[src/rtl/wb_arbiter.sv]
`timescale 1ns/1ps
// ============================================================================
// wb_arbiter
// ----------------------------------------------------------------------------
// Write side of the register file's single write port. Single-cycle ALU
// results always win the port; long-latency results (load/divide) arrive over
// a valid/ready handshake into a small FIFO. They drain whenever the ALU
// leaves the port idle. A busy scoreboard tracks destinations of issued
// long-latency ops, so that decode can stall on them.
//
// Optional feature, macro WB_FALLTHROUGH_EN:
//   When the FIFO is empty and the ALU is idle, an offered long-latency result
//   skips the FIFO and is written the next cycle. Without the macro, every
//   long-latency result is queued, with a minimum latency of 2 cycles.
//
// Ports:
//   clk, rst_n                     clock, asynchronous active-low reset
//   alu_valid/alu_rd/alu_data      ALU result; cannot be back-pressured
//   mem_valid/mem_ready            long-latency result handshake
//   mem_rd/mem_data                long-latency result payload
//   issue_valid/issue_rd           long-latency op issued (sets busy)
//   busy                           per-register write-pending bits
//   hold                           FIFO full; pipeline must insert bubbles
//   RegWrite/WriteAddr/WriteData   registered register-file write port
// ============================================================================
module wb_arbiter #(
   parameter int DEPTH = 4,
   parameter int XLEN  = 32,
   parameter int AW    = 5
) (
   input  logic                 clk,
   input  logic                 rst_n,
   input  logic                 alu_valid,
   input  logic [AW-1:0]        alu_rd,
   input  logic [XLEN-1:0]      alu_data,
   input  logic                 mem_valid,
   output logic                 mem_ready,
   input  logic [AW-1:0]        mem_rd,
   input  logic [XLEN-1:0]      mem_data,
   input  logic                 issue_valid,
   input  logic [AW-1:0]        issue_rd,
   output logic [(2**AW)-1:0]   busy,
   output logic                 hold,
   output logic                 RegWrite,
   output logic [AW-1:0]        WriteAddr,
   output logic [XLEN-1:0]      WriteData
);

   localparam int PW   = (DEPTH > 1) ? $clog2(DEPTH) : 1;
   localparam int CW   = $clog2(DEPTH) + 1;
   localparam int NREG = 2**AW;

   // FIFO storage is data only; it is never reset, since validity comes from count.
   logic [AW-1:0]   fifo_rd   [DEPTH];
   logic [XLEN-1:0] fifo_data [DEPTH];
   logic [PW-1:0]   wptr, rptr;
   logic [CW-1:0]   count;

   logic full, empty, push, pop, bypass;

   // Next-cycle write port and scoreboard values (stage p0, registered into the port)
   logic            wr_en_p0;
   logic [AW-1:0]   wr_addr_p0;
   logic [XLEN-1:0] wr_data_p0;
   logic            clr_en_p0;
   logic [AW-1:0]   clr_rd_p0;
   logic [NREG-1:0] set_mask_p0, clr_mask_p0, busy_p0;

   // Full/ready decode from the registered count only, so there is no
   // combinational path from mem_valid or alu_valid to mem_ready.
   assign full      = (count == CW'(DEPTH));
   assign empty     = (count == '0);
   assign mem_ready = !full;
   assign hold      = full;

   assign pop = !alu_valid && !empty;

`ifdef WB_FALLTHROUGH_EN
   assign bypass = !alu_valid && empty && mem_valid;
`else
   assign bypass = 1'b0;
`endif

   // A bypassed result is consumed directly and never occupies a slot.
   assign push = mem_valid && !full && !bypass;

   always_comb begin
      wr_en_p0   = 1'b0;
      wr_addr_p0 = WriteAddr;
      wr_data_p0 = WriteData;
      clr_en_p0  = 1'b0;
      clr_rd_p0  = '0;
      if (alu_valid) begin
         wr_en_p0   = (alu_rd != '0);
         wr_addr_p0 = alu_rd;
         wr_data_p0 = alu_data;
      end else if (pop) begin
         wr_en_p0   = (fifo_rd[rptr] != '0);
         wr_addr_p0 = fifo_rd[rptr];
         wr_data_p0 = fifo_data[rptr];
         clr_en_p0  = (fifo_rd[rptr] != '0);
         clr_rd_p0  = fifo_rd[rptr];
      end else if (bypass) begin
         wr_en_p0   = (mem_rd != '0);
         wr_addr_p0 = mem_rd;
         wr_data_p0 = mem_data;
         clr_en_p0  = (mem_rd != '0);
         clr_rd_p0  = mem_rd;
      end
   end

   // Set is OR-ed in after the clear, so a same-register issue wins.
   always_comb begin
      set_mask_p0 = '0;
      clr_mask_p0 = '0;
      if (issue_valid && (issue_rd != '0)) set_mask_p0[issue_rd] = 1'b1;
      if (clr_en_p0)                       clr_mask_p0[clr_rd_p0] = 1'b1;
      busy_p0    = (busy & ~clr_mask_p0) | set_mask_p0;
      busy_p0[0] = 1'b0;
   end

   always_ff @(posedge clk) begin
      if (push) begin
         fifo_rd[wptr]   <= mem_rd;
         fifo_data[wptr] <= mem_data;
      end
   end

   // ---- stage p0 -> port: FIFO control, scoreboard, write port ----
   always_ff @(posedge clk or negedge rst_n) begin
      if (!rst_n) begin
         wptr      <= '0;
         rptr      <= '0;
         count     <= '0;
         busy      <= '0;
         RegWrite  <= 1'b0;
         WriteAddr <= '0;
         WriteData <= '0;
      end else begin
         if (push) wptr <= wptr + PW'(1);
         if (pop)  rptr <= rptr + PW'(1);
         case ({push, pop})
            2'b10:   count <= count + CW'(1);
            2'b01:   count <= count - CW'(1);
            default: count <= count;
         endcase
         busy      <= busy_p0;
         RegWrite  <= wr_en_p0;
         WriteAddr <= wr_addr_p0;
         WriteData <= wr_data_p0;
      end
   end

endmodule
[config.mk]
export PLATFORM = sky130hd
export DESIGN_NAME = wb_arbiter
export DESIGN_NICKNAME = d
export VERILOG_FILES = /design/src/rtl/wb_arbiter.sv
export SDC_FILE = /design/constraint.sdc
export NUM_CORES = 1
export LEC_CHECK = 0
export BUFFER_PORTS_ARGS = -buffer_cell sky130_fd_sc_hd__buf_2
export CAP_MARGIN = 20
export CORE_MARGIN = 4
export CORE_UTILIZATION = 60
export CTS_CLUSTER_DIAMETER = 120
export DETAILED_ROUTE_END_ITERATION = 16
export HOLD_SLACK_MARGIN = 0.06
export PLACE_DENSITY_LB_ADDON = 0.25
export SLEW_MARGIN = 20
export SYNTH_ARGS = -nofsm -noshare
export SYNTH_HDL_FRONTEND = slang
export SYNTH_SLANG_ARGS = --single-unit
[constraint.sdc]
create_clock -name clk -period 3.36 [get_ports clk]
set_input_delay 0.672 -clock clk [delete_from_list [all_inputs] [get_ports clk]]
set_output_delay 0.672 -clock clk [all_outputs]
set_load 0.01 [all_outputs]
==> results of run 1 <==
## through the flow
step	hold slack (ps)	instances
finish	199	919
global route	251	919
CTS	381	917
detailed placement	465	876
global placement	457	876
floorplan	376	565
## cell families after synthesis
logic type,count (synthesis),synth area share
other,1,0.000420
and+or+nand+nor,120,0.0578
muxes,71,0.131
buffers and inverters,44,0.0223
adders and majority gates,6,0.00924
DFF,224,0.710
AOI/OAI and AO/OA,93,0.0630
xor gates and xnor gates,6,0.00588
## area by class of cell
cell class	count	area (µm²)
Timing Repair Buffer	160	835
Sequential cell	224	6350
Fill cell	915	3980
Tap cell	184	230
Clock buffer	33	676
Antenna cell	2	5.00
Clock inverter	8	70.1
Inverter	11	41.3
Multi-Input combinational cell	297	2410
## power groups by stage
stage / clock (mW) / combinational (mW) / sequential [mW]
floorplan: 0 / 1.71 / 4.35
global placement: 0 / 2.69 / 4.25
detailed placement: 0 / 2.78 / 4.31
CTS: 2.52 / 2.80 / 4.28
global route: 2.65 / 3.05 / 4.36
finish: 2.48 / 2.75 / 4.27
## state kept, by name, summed over array words and instances, names as in the netlist
| signal | count |
|---|---|
| fifo_data | 128 |
| WriteData | 32 |
| busy | 31 |
| fifo_rd | 20 |
| WriteAddr | 5 |
| count | 3 |
| rptr | 2 |
| wptr | 2 |
| RegWrite | 1 |
## layer usage
metal,global-route usage,share of wire
met1,0.304,0.40
met2,0.380,0.51
met3,0.0446,0.074
met4,0.0550,0.017
met5,0,0.00070
## how the worst max path moves through the flow
stage / endpoint / slack [ps] / cells after the start
2_1_floorplan: count[2]$_DFFE_PN0P_ / 1090 / 8
3_3_place_gp: busy[18]$_DFF_PN0_ / 870 / 4
3_5_place_dp: busy[6]$_DFF_PN0_ / 790 / 4
4_1_cts: busy[6]$_DFF_PN0_ / 730 / 4
5_1_grt: busy[6]$_DFF_PN0_ / 510 / 4
6_report: busy[6]$_DFF_PN0_ / 750 / 4
## cells in the final DEF, fill, tap and decap left out, types with 3 or more instances in the layout
| cell | count |
|---|---|
| buf_2 | 153 |
| edfxtp_1 | 148 |
| nand2_1 | 75 |
| dfrtp_1 | 74 |
| mux4_2 | 37 |
| o21ai_0 | 35 |
| mux2i_1 | 33 |
| clkbuf_16 | 25 |
| a21oi_1 | 23 |
| nor2_1 | 16 |
| o31ai_1 | 14 |
| inv_1 | 10 |
| a31oi_1 | 8 |
| a41oi_1 | 7 |
| clkbuf_1 | 6 |
| nand2b_1 | 5 |
| ha_1 | 5 |
| buf_4 | 5 |
| nor3_1 | 4 |
| and3_2 | 4 |
| clkinv_2 | 4 |
| nand3_1 | 3 |
| or3_1 | 3 |
| xnor2_1 | 3 |
| xor2_1 | 3 |
| a222oi_1 | 3 |
==> flow_summary.json, run 1 <==
{
  "outcome": "completed",
  "grtUsageTotal": 0.224,
  "min_path_type": "in -> async",
  "fp.dieW_um": 130,
  "overflow": 0,
  "regToRegStartpoint": "rptr[0]$_DFFE_PN0N_",
  "wl_per_cell_um": 20.3,
  "crit_path_top_delay_cell": "dfrtp_2",
  "fmax_mhz": 384,
  "ys_ff_latch": 224,
  "netlist.area_leader.share": 0.497,
  "drive_gt1_frac": 0.330,
  "root_buffer": "clkbuf_16",
  "ctsHoldBuffers": 0,
  "cts_resized": 0,
  "postCtsSetupRepairBufs": 0,
  "dp_slack_ps": 787,
  "start_kind": "flop",
  "drc": 0,
  "first_iter_violations": 480,
  "cp_max_fo": 19,
  "syn_nets": 655,
  "io_pins": 156,
  "fin_util": 0.727,
  "design_area_um2": 10600,
  "layout_setup_ws_ps": 754,
  "detail-route-antenna-nets": 0,
  "r2r_cells": 4,
  "maxSlewViolCount": 0,
  "avgSynthCellArea_um2": 15.8,
  "synth.cell_area_um2": 8940,
  "start_util": 0.613,
  "finalSetupViolCount": 0,
  "synth_ff_type": "edfxtp_1",
  "synth_cells": 565,
  "switching_share": 0.317,
  "clock_path_buffers": 3,
  "combPwrFrac": 0.290,
  "rrSetupSlack_ps": 750,
  "arrival_ps": 2970,
  "core_um2": 14600,
  "synth.top_cells.by_count": "edfxtp_1, dfrtp_1, nand2_1",
  "end_kind": "flop",
  "power.leakage_nw": 4.16,
  "maxCapViolations": 0,
  "grt_max_degree": 77,
  "grt_pass1_wl_um": 29200,
  "setup_tns_ps": 0,
  "synth_edf_count": 148,
  "fin_crit_sh": 0.776,
  "slew_headroom": 0.259,
  "die_h_um": 130,
  "yosysSeqAreaShare": 0.710,
  "path_class": "reg -> reg",
  "yosysMostFrequentCell": "edfxtp_1",
  "fin_nets": 807,
  "vias_per_cell": 5.82,
  "crit_chain": "mux4_2, or4b_1, o31ai_1, nand2_1",
  "hpwl_um": 11900,
  "p_int_mw": 6.50,
  "report.final.hold_viol_count": 0,
  "io_buffers": 154,
  "ir_drop_uv": 531,
  "first_pass_iters": 4,
  "worst_ep_required_time_ps": 3730,
  "grt_setup_unrepaired": "false",
  "cp-startpoint": "rptr[0]$_DFFE_PN0N_",
  "clk_pin_slew_worst_paths_ps": 60,
  "antenna_found_initial": 3,
  "grt_pass1_vias": 5506,
  "gp_congestion": 0.798,
  "crit_buf_inv": 0,
  "areaGrowthSynthToFinish_pct": 18.7,
  "critPathTopFamily": "flip-flops",
  "postPlaceCellArea_um2": 9860,
  "floorplan.rows": 44,
  "synthTopCellsByArea": "edfxtp_1, dfrtp_1, mux4_2",
  "tightest_slew_ps": 1110,
  "yosys_warnings": 0,
  "p_sw_mw": 3.01,
  "insertion_delay_ps": 490,
  "seq_power_share": 0.449,
  "clock_sinks": 224,
  "routed-via-count": 5350,
  "power_density_nw_per_um2": 896,
  "numCtsBuffers": 23,
  "yosys.area.top_type": "edfxtp_1",
  "clockPowerShare": 0.261,
  "dieArea_um2": 16900,
  "htreeDepth": 1,
  "clock_skew_ps": 7.59,
  "yosysUniqueCellTypes": 39,
  "fin_crit_ps": 2610,
  "slowest_delay_ps": 770,
  "postSynth.asyncResetShare": 0.339,
  "power_mw": 9.51,
  "cts_tree": "done",
  "rr_endpoint": "busy[6]$_DFF_PN0_",
  "wirelength_um": 18700
}
(Power assumes the default switching activity.)
==> run 2, diff against run 1 <==
--- a/config.mk
+++ b/config.mk
@@ -8,7 +8,7 @@
 export BUFFER_PORTS_ARGS = -buffer_cell sky130_fd_sc_hd__buf_2
 export CAP_MARGIN = 20
 export CORE_MARGIN = 4
-export CORE_UTILIZATION = 60
+export CORE_UTILIZATION = 56
 export CTS_CLUSTER_DIAMETER = 120
 export DETAILED_ROUTE_END_ITERATION = 16
 export HOLD_SLACK_MARGIN = 0.06
==> constraint.sdc (replaced) <==
create_clock -name clk -period 2.65 [get_ports clk]
set_input_delay 0.53 -clock clk [delete_from_list [all_inputs] [get_ports clk]]
set_output_delay 0.53 -clock clk [all_outputs]
set_load 0.01 [all_outputs]
==> run 2 against run 1 <==
- utilization fell by 3.1 points
- sequential cell count did not move
- clock skew rose by 12 ps
- cell count rose by 4.1%
- worst hold slack got worse by 140 ps
==> flow_summary.json, run 2 (synthesized netlist as in run 1, its figures left out) <==
{
  "detail-route-antenna-nets": 0,
  "min_path_type": "in -> async",
  "htreeDepth": 1,
  "design_area_um2": 10700,
  "clock_path_buffers": 3,
  "slowest_delay_ps": 610,
  "wirelength_um": 19400,
  "io_buffers": 154,
  "cp_max_fo": 10,
  "fin_crit_ps": 2270,
  "grtUsageTotal": 0.216,
  "core_um2": 15400,
  "grt_setup_unrepaired": "false",
  "vias_per_cell": 5.66,
  "tightest_slew_ps": 781,
  "hold_ws_ps": 59.9,
  "layout_common_cells": "buf_2, edfxtp_1, nand2_1, dfrtp_1, mux4_2",
  "finalSetupViolCount": 0,
  "wl_per_cell_um": 20.2,
  "clock_sinks": 224,
  "gp_congestion": 0.875,
  "grt_pass1_wl_um": 30500,
  "clk_pin_slew_worst_paths_ps": 60,
  "die_h_um": 134,
  "cts_tree": "done",
  "drive_gt1_frac": 0.334,
  "maxCapViolations": 0,
  "report.final.hold_viol_count": 0,
  "root_buffer": "clkbuf_16",
  "io_pins": 156,
  "antenna_found_initial": 1,
  "overflow": 0,
  "floorplan.rows": 45,
  "postPlaceCellArea_um2": 10000,
  "first_pass_iters": 7,
  "mostFrequentLayoutCell": "buf_2",
  "postCtsSetupRepairBufs": 0,
  "fin_crit_sh": 0.857,
  "insertion_delay_ps": 510,
  "worst_ep_required_time_ps": 3010,
  "first_iter_violations": 493,
  "largest_register": "fifo_data",
  "power_density_nw_per_um2": 1130,
  "clock_skew_ps": 20.0,
  "setup_tns_ps": 0,
  "num-fill-cells": 1083,
  "fin_nets": 818,
  "maxSlewViolCount": 0,
  "outcome": "completed",
  "dieArea_um2": 18000,
  "start_util": 0.579,
  "fp.dieW_um": 134,
  "largest_reg_flops": 128,
  "arrival_ps": 2630,
  "top_regs": "fifo_data: 128 flops, WriteData: 32 flops, busy: 31 flops",
  "slew_headroom": 0.479,
  "areaGrowthSynthToFinish_pct": 20.1,
  "rrSetupSlack_ps": 380,
  "cts_resized": 0,
  "fmax_mhz": 441,
  "numCtsBuffers": 23,
  "regToRegStartpoint": "rptr[0]$_DFFE_PN0N_",
  "critPathTopFamily": "simple AND/OR/NAND/NOR gates",
  "r2r_cells": 5,
  "crit_chain": "buf_4, mux4_2, or4b_1, o31ai_1, nand2_1",
  "grt_max_degree": 70,
  "path_depth": 5,
  "crit_path_top_delay_cell": "or4b_1",
  "ctsHoldBuffers": 0,
  "hpwl_um": 12600,
  "ir_drop_uv": 739,
  "end_kind": "flop",
  "path_class": "reg -> reg",
  "crit_buf_inv": 1,
  "routed-via-count": 5417,
  "power.leakage_nw": 4.21,
  "cp-startpoint": "rptr[0]$_DFFE_PN0N_",
  "drc": 0,
  "grt_pass1_vias": 5615,
  "start_kind": "flop"
}
## run 2: path summary, 6_finish.rpt
kind / to
worst max-delay path: busy[6]$_DFF_PN0_
worst min-delay path: busy[28]$_DFF_PN0_
worst max register to register: busy[6]$_DFF_PN0_
worst min register to register: WriteData[20]$_DFFE_PN0P_
max in group asynchronous: WriteAddr[4]$_DFFE_PN0P_
min in group clk: fifo_data[3][14]$_DFFE_PP_
## run 2: layout make-up
class	count	area, µm²	share of cell area
Timing Repair Buffer	171	938	0.0874
Tap cell	211	264	0.0246
Clock buffer	31	606	0.0564
Inverter	11	41.3	0.00385
Sequential cell	224	6350	0.591
Multi-Input combinational cell	297	2410	0.224
Antenna cell	1	2.50	0.000233
Clock inverter	11	131	0.0122
## run 2: layer usage
layer | vias up | part of all wire | track usage
met2 | 198 | 0.51 | 0.370
met4 | 0 | 0.015 | 0.0588
met3 | 26 | 0.066 | 0.0428
met5 | - | 0 | 0
met1 | 2714 | 0.41 | 0.286
li1 | 2479 | - | -
## run 2: power by group
| part | switching (mW) | leakage, nW | internal [mW] |
|---|---|---|---|
| sequential | 0.467 | 2.25 | 4.83 |
| combinational | 2.11 | 1.61 | 1.60 |
| clock | 1.25 | 0.354 | 1.90 |
| total | 3.83 | 4.21 | 8.33 |
## run 2: stage by stage
stage | setup slack (ps) | std cells | total power [mW] | utilization
final | 380 | 957 | 12.2 | 0.696
after CTS | 407 | 956 | 12.3 | 0.696
after global placement | 373 | 914 | 8.91 | 0.648
after detailed placement | 330 | 914 | 9.09 | 0.648
after floorplan | 524 | 565 | 7.68 | -
after global routing | 288 | 957 | 12.8 | 0.696
==> run 3, diff against run 2 <==
--- a/config.mk
+++ b/config.mk
@@ -11,9 +11,8 @@
 export CORE_UTILIZATION = 56
 export CTS_CLUSTER_DIAMETER = 120
 export DETAILED_ROUTE_END_ITERATION = 16
-export HOLD_SLACK_MARGIN = 0.06
+export HOLD_SLACK_MARGIN = 0.12
 export PLACE_DENSITY_LB_ADDON = 0.25
-export SLEW_MARGIN = 20
 export SYNTH_ARGS = -nofsm -noshare
 export SYNTH_HDL_FRONTEND = slang
 export SYNTH_SLANG_ARGS = --single-unit
==> run 3 against run 2 <==
- total power barely moved
- combinational power barely moved
- clock power barely moved
- die area did not move
- sequential power barely moved
- global-route usage barely moved
- worst setup slack improved by 15 ps
- critical endpoint unchanged
==> flow_summary.json, run 3 (synthesized netlist as in run 1, its figures left out) <==
{
  "root_buffer": "clkbuf_16",
  "fmax_mhz": 443,
  "clock_skew_ps": 19.0,
  "fin_nets": 819,
  "grt_pass1_vias": 5627,
  "clock_path_buffers": 3,
  "clk_pin_slew_worst_paths_ps": 70,
  "worst_ep_required_time_ps": 3010,
  "outcome": "completed",
  "grt_max_degree": 70,
  "power.leakage_nw": 4.21,
  "grt_setup_unrepaired": "false",
  "gp_congestion": 0.875,
  "start_util": 0.579,
  "numCtsBuffers": 23,
  "report.final.hold_viol_count": 0,
  "path_class": "reg -> reg",
  "largest_reg_flops": 128,
  "insertion_delay_ps": 510,
  "fin_crit_ps": 2260,
  "vias_per_cell": 5.67,
  "cts_resized": 0,
  "grt_pass1_wl_um": 30600,
  "largest_register": "fifo_data",
  "mostFrequentLayoutCell": "buf_2",
  "min_path_type": "in -> reg",
  "start_kind": "flop",
  "maxCapViolations": 0,
  "drc": 0,
  "first_iter_violations": 448,
  "clock_sinks": 224,
  "htreeDepth": 1,
  "postCtsSetupRepairBufs": 0,
  "drive_gt1_frac": 0.334,
  "maxSlewViolCount": 0,
  "wl_per_cell_um": 20.2,
  "power_mw": 12.2,
  "power_density_nw_per_um2": 1130,
  "min_from": "mem_data[14]",
  "detail-route-antenna-nets": 0,
  "grtUsageTotal": 0.216,
  "cp_max_fo": 10,
  "wirelength_um": 19400,
  "slew_headroom": 0.462,
  "arrival_ps": 2620,
  "regToRegStartpoint": "rptr[0]$_DFFE_PN0N_",
  "fin_crit_sh": 0.851,
  "setup_tns_ps": 0,
  "fp.dieW_um": 134,
  "floorplan.rows": 45,
  "layout_common_cells": "buf_2, edfxtp_1, nand2_1, dfrtp_1, mux4_2",
  "dieArea_um2": 18000,
  "routed-via-count": 5431,
  "first_pass_iters": 7,
  "die_h_um": 134,
  "top_regs": "fifo_data: 128 flops, WriteData: 32 flops, busy: 31 flops",
  "tightest_slew_ps": 807,
  "ir_drop_uv": 740,
  "cts_tree": "done",
  "io_buffers": 154,
  "io_pins": 156,
  "cp-startpoint": "rptr[0]$_DFFE_PN0N_",
  "antenna_found_initial": 1,
  "areaGrowthSynthToFinish_pct": 20.2,
  "hpwl_um": 12600,
  "core_um2": 15400,
  "end_kind": "flop",
  "finalSetupViolCount": 0,
  "overflow": 0
}
## run 3: per-stage QoR
stage / setup slack [ps] / instances / util / instance area (µm²) / hold WS (ps)
2_1_floorplan: 524 / 565 / - / 8940 / 234
3_3_place_gp: 373 / 914 / 0.648 / 10000 / 456
3_5_place_dp: 330 / 914 / 0.648 / 10000 / 466
4_1_cts: 407 / 957 / 0.697 / 10700 / 217
5_1_grt: 288 / 958 / 0.697 / 10700 / 224
6_report: 394 / 958 / 0.697 / 10700 / 234
## run 3: area by class of cell
cell class              count  area (µm²)
clock inverters            11         131
diodes                      1        2.50
flip-flops and latches    224        6350
inverters                  11        41.3
clock buffers              31         606
multi-input cells         297        2410
well taps                 211         264
fillers                  1082        4680
repair buffers            172         948
## run 3: layer usage
metal  GRT usage  share of wire  vias up
li1            -              -     2483
met1       0.286           0.41     2704
met2       0.371           0.51      211
met3      0.0428          0.067       33
met4      0.0588          0.016        0
met5           0              0        -
## run 3: worst paths after layout
kind | slack, ps | cells after the start | end
setup / recovery | 390 | 5 | busy[6]$_DFF_PN0_
hold / removal | 230 | 1 | fifo_data[3][14]$_DFFE_PP_
setup reg to reg | 390 | 5 | busy[6]$_DFF_PN0_
hold reg to reg | 470 | 2 | WriteData[20]$_DFFE_PN0P_
max in group asynchronous | 1400 | 3 | WriteAddr[4]$_DFFE_PN0P_
min in group asynchronous | 610 | 2 | busy[24]$_DFF_PN0_
## run 3: power breakdown
group / leakage, nW / switching (mW) / internal [mW]
clock: 0.354 / 1.25 / 1.90
combinational: 1.61 / 2.11 / 1.60
sequential: 2.25 / 0.469 / 4.83
## run 3: repair_timing
action	CTS	global route
hold buffers	1	0
setup endpoints to repair	0	0
endpoints found under the hold margin	43	0
## run 3: worst max-delay path, stage by stage, from the launching register on
cell and delay (ps):
dfrtp_2 440, buf_4 210, mux4_2 390, or4b_1 610, o31ai_1 350, nand2_1 120
